==> src/rtl/posit_add_pipe.sv <==
// posit_add_pipe: three-stage posit-style significand adder (align, add, normalise/pack)
// with valid/ready flow control; operands and result are in decoded sign/scale/fraction form.
module posit_add_pipe #(
  parameter int N   = 16,
  parameter int MW  = N - 4,
  parameter int SFW = N - 10
) (
  input  logic           clk,
  input  logic           rst_n,
  input  logic           i_valid,
  output logic           o_ready,
  input  logic           i_op,
  input  logic           i_s_1,
  input  logic           i_s_2,
  input  logic [SFW-1:0] i_sf_1,
  input  logic [SFW-1:0] i_sf_2,
  input  logic [MW-1:0]  i_mant_1,
  input  logic [MW-1:0]  i_mant_2,
  input  logic           i_nzn_1,
  input  logic           i_nzn_2,
  output logic           o_valid,
  input  logic           i_ready,
  output logic           o_s,
  output logic [SFW:0]   o_sf,
  output logic [MW-1:0]  o_mant,
  output logic           o_guard,
  output logic           o_sticky,
  output logic           o_nzn
);
  localparam int W  = MW + 3;
  localparam int A  = MW + 4;
  localparam int E  = MW + 6;
  localparam int LW = $clog2(E);

  logic                 w_en;
  logic [W-1:0]         w_sig1, w_sig2, w_sig2n, w_big, w_sml;
  logic                 w_swap, w_nar;
  logic [SFW-1:0]       w_sfl, w_sfs;
  logic [SFW:0]         w_d, w_sh;
  logic signed [W+A-1:0] w_al;

  logic                 r1_v, r1_nar;
  logic [W-1:0]         r1_big, r1_sml;
  logic [2:0]           r1_grs;
  logic [SFW-1:0]       r1_sf;

  logic                 r2_v, r2_nar;
  logic [A-1:0]         r2_sum;
  logic [2:0]           r2_grs;
  logic [SFW-1:0]       r2_sf;

  logic [E-1:0]         w_nx;
  logic [E-3:0]         w_fr;
  logic [LW-1:0]        w_lc;
  logic                 w_run, w_zero, w_clr;
  logic [SFW:0]         w_osf;

  assign w_en    = ~o_valid | i_ready;
  assign o_ready = w_en;

  // Zero and NaR carry a zero significand; hidden bit is ~s for nonzero values
  assign w_sig1  = i_nzn_1 ? {i_s_1, i_s_1, ~i_s_1, i_mant_1} : '0;
  assign w_sig2  = i_nzn_2 ? {i_s_2, i_s_2, ~i_s_2, i_mant_2} : '0;
  assign w_sig2n = i_op ? -w_sig2 : w_sig2;
  assign w_nar   = (i_s_1 & ~i_nzn_1) | (i_s_2 & ~i_nzn_2);
  assign w_swap  = $signed(i_sf_2) > $signed(i_sf_1);
  assign w_big   = w_swap ? w_sig2n : w_sig1;
  assign w_sml   = w_swap ? w_sig1 : w_sig2n;
  assign w_sfl   = w_swap ? i_sf_2 : i_sf_1;
  assign w_sfs   = w_swap ? i_sf_1 : i_sf_2;
  assign w_d     = {w_sfl[SFW-1], w_sfl} - {w_sfs[SFW-1], w_sfs};
  assign w_sh    = (w_d >= (SFW+1)'(A)) ? (SFW+1)'(A) : w_d;
  // Smaller significand is shifted into an A-bit tail so nothing is lost before sticky folding
  assign w_al    = $signed({w_sml, {A{1'b0}}}) >>> w_sh;

  // Large operand has an all-zero tail, so guard/round/sticky pass through the add untouched
  assign w_nx = {r2_sum[W-1:0], r2_grs};

  always_comb begin
    w_lc  = '0;
    w_run = 1'b1;
    for (int i = E - 2; i >= 0; i--) begin
      w_run = w_run & (w_nx[i] == w_nx[E-1]);
      w_lc  = w_lc + LW'(w_run);
    end
  end

  assign w_fr   = w_nx[E-3:0] << w_lc;
  assign w_zero = ~|{r2_sum, r2_grs};
  assign w_clr  = r2_nar | w_zero;
  assign w_osf  = {r2_sf[SFW-1], r2_sf} + (SFW+1)'(1) - (SFW+1)'(w_lc);

  always_ff @(posedge clk or negedge rst_n) begin
    if (!rst_n) begin
      r1_v     <= 1'b0;
      r1_nar   <= 1'b0;
      r1_big   <= '0;
      r1_sml   <= '0;
      r1_grs   <= '0;
      r1_sf    <= '0;
      r2_v     <= 1'b0;
      r2_nar   <= 1'b0;
      r2_sum   <= '0;
      r2_grs   <= '0;
      r2_sf    <= '0;
      o_valid  <= 1'b0;
      o_s      <= 1'b0;
      o_sf     <= '0;
      o_mant   <= '0;
      o_guard  <= 1'b0;
      o_sticky <= 1'b0;
      o_nzn    <= 1'b0;
    end else if (w_en) begin
      r1_v     <= i_valid;
      r1_nar   <= w_nar;
      r1_big   <= w_big;
      r1_sml   <= w_al[W+A-1:A];
      r1_grs   <= {w_al[A-1], w_al[A-2], |w_al[A-3:0]};
      r1_sf    <= w_sfl;
      r2_v     <= r1_v;
      r2_nar   <= r1_nar;
      r2_sum   <= {r1_big[W-1], r1_big} + {r1_sml[W-1], r1_sml};
      r2_grs   <= r1_grs;
      r2_sf    <= r1_sf;
      o_valid  <= r2_v;
      o_s      <= r2_nar | (~w_zero & r2_sum[A-1]);
      o_nzn    <= ~w_clr;
      o_sf     <= w_clr ? '0 : w_osf;
      o_mant   <= w_clr ? '0 : w_fr[E-3:4];
      o_guard  <= ~w_clr & w_fr[3];
      o_sticky <= ~w_clr & (|w_fr[2:0]);
    end
  end
endmodule

==> config.mk <==
export PLATFORM = sky130hd
export DESIGN_NAME = posit_add_pipe
export DESIGN_NICKNAME = d
export VERILOG_FILES = /design/src/rtl/posit_add_pipe.sv
export SDC_FILE = /design/constraint.sdc
export NUM_CORES = 1
export LEC_CHECK = 0
export ABC_AREA = 1
export BUFFER_PORTS_ARGS = -buffer_cell sky130_fd_sc_hd__buf_2
export CORE_ASPECT_RATIO = 2
export CORE_MARGIN = 2
export CORE_UTILIZATION = 40
export DETAILED_ROUTE_END_ITERATION = 16
export PLACE_DENSITY = 0.58
export SLEW_MARGIN = 20
export SYNTH_ARGS = -nofsm -noshare
export SYNTH_HDL_FRONTEND = slang
export SYNTH_SLANG_ARGS = --single-unit
==> constraint.sdc <==
create_clock -name clk -period 9.87 [get_ports clk]
set_input_delay 0.4935 -clock clk [delete_from_list [all_inputs] [get_ports clk]]
set_output_delay 0.4935 -clock clk [all_outputs]
set_load 0.02 [all_outputs]
==> results by stage <==
Status:
- The run finished with clean final reports.

Layout:
- The number of antenna diodes in the final layout is 0.
- Cells fill 44.67% of the core in the end.
- Leaving out fill and tap cells, the most frequent cell in the layout is nand2_1.
- In the final layout, the share of cells above drive strength 1 is 10.77%.
- Leaving out fill and tap cells, the most frequent cells in the layout are nand2_1 (327), inv_1 (127), o21ai_0 (120).
- The area growth from synthesis to final layout is 10.05%.
- At the end of the flow, the number of nets in the layout was 1240.

STA:
- The time the final worst path needs with I/O delays and setup is 8060 ps.
- Setup repair after global routing left no endpoint under its margin.
- Based on the critical path, the design can be clocked at up to 0.1241 GHz.
- The count of endpoints failing hold in the final timing report came to 0.
- The final-layout setup total negative slack is 0 ps.
- The count of final max-slew check failures was 0.
- The transition time at the pin with the least slew margin is 874.8 ps.
- The worst-case clock skew is 9.061 ps.
- Setup violations remaining at the end of the flow were counted as 0.
- Headroom to the max-slew limit came out at 41.68%.
- The part of the cycle the worst path needs is 81.66%.

Synth:
- The post-synthesis async set-or-reset flop share is 100.0%.
- The proportion of synthesized chip area in sequential cells is 30.26%.
- In this run the cell area of the synthesized design comes to 7609 um2.
- The synthesized-area fraction occupied by xor and xnor cells is 2.878%.
- The portion of synthesized area spent on multiplexers is 1.052%.
- The synthesized netlist devotes 9.341% of its cell area to adder and majority cells.
- By area the synthesized netlist is led by dfrtp_1 (30%), nand2_1 (16%), o21ai_0 (7.9%), inv_1 (6.3%), ha_1 (5.9%).
- After synthesis the netlist holds a flip-flop and latch count of 92.
- The main combinational cell family by area after synthesis is simple AND/OR/NAND/NOR gates.
- The most common flop cell mapped by yosys is dfrtp_1.
- The netlist uses 45 different library cells.
- The area share of the leading cell type in the synthesized netlist is 30.26%.
- The mean area per synthesized cell is 6.873 um2.
- The area fraction in and, or, nand and nor cells after synthesis is 31.06%.
- The number of nets produced by synthesis is 1201.
- Counting every instance in the synthesized netlist gives 1107.
- The library cell occupying the most area in the post-synthesis netlist is dfrtp_1.
- The post-synthesis compound-gate area fraction is 15.69%.
- The synthesized design contains 0 enable-type register cells.
- The Yosys step of the flow raised 0 warnings.

Worst setup path:
- Tracing the worst setup path back leads to its startpoint at r2_sum[14].
- STA classifies the critical path endpoint as a flop.
- The worst endpoint required time is 10100 ps.
- The data arrival time of the critical path is 8290 ps.
- The stage delay of the slowest cell on the critical path is 830 ps.
- The library cell appearing most often on the critical path is inv_1.
- For this design, the slowest cell found on the critical path is fa_1.
- Of all nets on the critical path, the largest fanout is 17.
- The critical setup path kind is flop to flop.
- STA classifies the critical path startpoint as a flop.
- The worst register-to-register path begins at r2_sum[14].

Clocking:
- After clock tree synthesis, the flow added hold-fix buffers numbering 0.
- The clock tree buffer depth is 2.
- Clock latency on the worst-skew pair, taken at its later pin, is 350 ps.
- The number of resized instances in the post-cts repair step is 0.
- The clock slew seen by the registers of the worst setup and hold paths is 70 ps.
- The TritonCTS sink count is 92.
- The H-tree depth is 3.
- The number of clock buffers inserted by TritonCTS is 9.
- The clock tree from TritonCTS is built.
- The tree is rooted in a clkbuf_16.
- Post-CTS timing repair inserted 0 buffers for setup.

Pwr:
- The part of the total power dissipated in combinational logic is 67.5%.
- The internal power of the cells is 0.001458 W.
- The switching part of the total power is 52.76%.
- The analysis attributes to cell leakage a power of 4.400 nW.
- The clock network accounts for 10.7% of the total power.
- The register share of total power is 21.8%.
- IR analysis of the VDD net gives a maximum drop of 168.6 uV.
- The analysis attributes to net switching a power of 0.001629 W.
- In this run the power density over the cells is 368.7 nW/um2.

Min path:
- In this run the worst hold path is classified as input port to async pin.

Drt:
- The detailed-router iteration count before antenna repair is 4.
- Using the TritonRoute via totals, the vias-per-cell ratio works out to 5.124.
- For this block, the via count after detailed routing is 7205.
- The number of DRC markers in iteration 0 is 259.
- After detailed routing, the total wire length is 21210 um.
- The routed wire length per instance is 15.08 um.
- After detailed routing, the number of remaining DRC violations is 0.
- The final antenna-violating net count is 0.

Global routing:
- The global-route wire length before repair is 35330 um.
- The sum of overflow across all layers after global routing is 0.
- The number of global-route vias before repair is 7378.
- The number of antenna violations at the first check in global routing is 0.
- Entering global routing, the biggest net connects 70 pins.
- The total track usage is 22.46%.

Place:
- Input and output buffers added on the ports amount to 69.
- At the end of routability-driven placement, the weighted congestion stood at 0.9959.
- The placed wire-length estimate is 17400 um.

Floorplan:
- The die outline area is 20210 um2.
- The height of the chip is 199.0 um.
- The initial utilization of the core area, before any placement, comes to 40.59%.
- The die is 101.5 um wide.
- The total core area is 18740 um2.
- The number of cell rows is 71.
- In this run the count of I/O pins placed on the die edge is 70.

Flow run:
- The number of max-cap violations is 0.
[flip-flops by register name, indices dropped and copies added, names as in the netlist, 3 cells and up]
| name | count |
|---|---|
| r2_sum | 16 |
| r1_sf | 6 |
| r1_big | 15 |
| r1_sml | 15 |
| r2_grs | 3 |
| o_mant | 12 |
| r1_grs | 3 |
| r2_sf | 6 |
| o_sf | 7 |
[power by group through the flow]
stage,Clock [W],Sequential (W),Combinational [W]
global placement,0,0.000678,0.00209
detailed placement,0,0.000681,0.00210
floorplan,0,0.000684,0.00154
global route,0.000353,0.000694,0.00240
finish,0.000329,0.000674,0.00208
CTS,0.000339,0.000675,0.00211
[through the flow]
stage | worst slack, ps | area [um2] | total power [W] | std cells | hold slack, ps
floorplan | 2723 | 7609 | 0.002227 | 1107 | 197.9
global placement | 1921 | 8097 | 0.002769 | 1390 | 413.6
detailed placement | 1791 | 8097 | 0.002784 | 1390 | 415.6
CTS | 1787 | 8373 | 0.003124 | 1406 | 31.79
global route | 1035 | 8373 | 0.003446 | 1406 | 42.61
finish | 1810 | 8373 | 0.003088 | 1406 | 23.65
[worst paths after layout]
check,endpoint,slack (ps),cells after the start
max,o_sf[5],1810,32
min,r2_v,20,1
max reg2reg,o_sf[5],1810,32
min reg2reg,o_valid,450,2
max in group asynchronous,r2_sum[14],8660,2
min in group clk,r1_v,340,3
[worst max-delay path: cells and delay by family, from the launching register on]
kind / cells / cell delay [ps]
simple gates: 9 / 1410
compound gates: 3 / 620
fa+ha+maj: 9 / 4020
flops: 1 / 570
xor+xnor: 1 / 150
buf+inv: 10 / 1180
[Yosys cell counts (13+ instances only)]
| cell type | n |
|---|---|
| fa_1 | 13 |
| inv_1 | 128 |
| nand3_1 | 78 |
| dfrtp_1 | 92 |
| ha_1 | 36 |
| nor2_1 | 66 |
| nand4_1 | 31 |
| a21oi_1 | 56 |
| o21ai_0 | 120 |
| nand2_1 | 327 |
| xor2_1 | 15 |
| clkbuf_1 | 37 |
[logic make-up (layout without fill, tap and decap cells)]
group,count (synthesis),count (layout)
adder cells (fa/ha/maj),49,49
multiplexers,8,8
buffers and inverters,180,224
XOR/XNOR,25,25
AO/OA/AOI/OAI,217,217
AND/OR/NAND/NOR,536,536
flip-flops,92,92
[final cells by class]
cell class / count / area (um2)
Clock buffer: 10 / 229.0
Clock inverter: 6 / 47.55
Timing Repair Buffer: 74 / 385.4
Multi-Input combinational cell: 835 / 4574
Inverter: 134 / 515.5
Fill cell: 2048 / 10370
Tap cell: 255 / 319.1
Sequential cell: 92 / 2302
[per-layer routing]
layer	wire (um)	GRT usage [%]	vias up	share of wire, %
li1	-	-	3715	-
met1	7236	20.59	3330	34
met2	12720	46.59	114	60
met3	422	2.319	46	2.0
met4	827	10.06	0	3.9
met5	0	0	-	0
(Power assumes the default switching activity.)
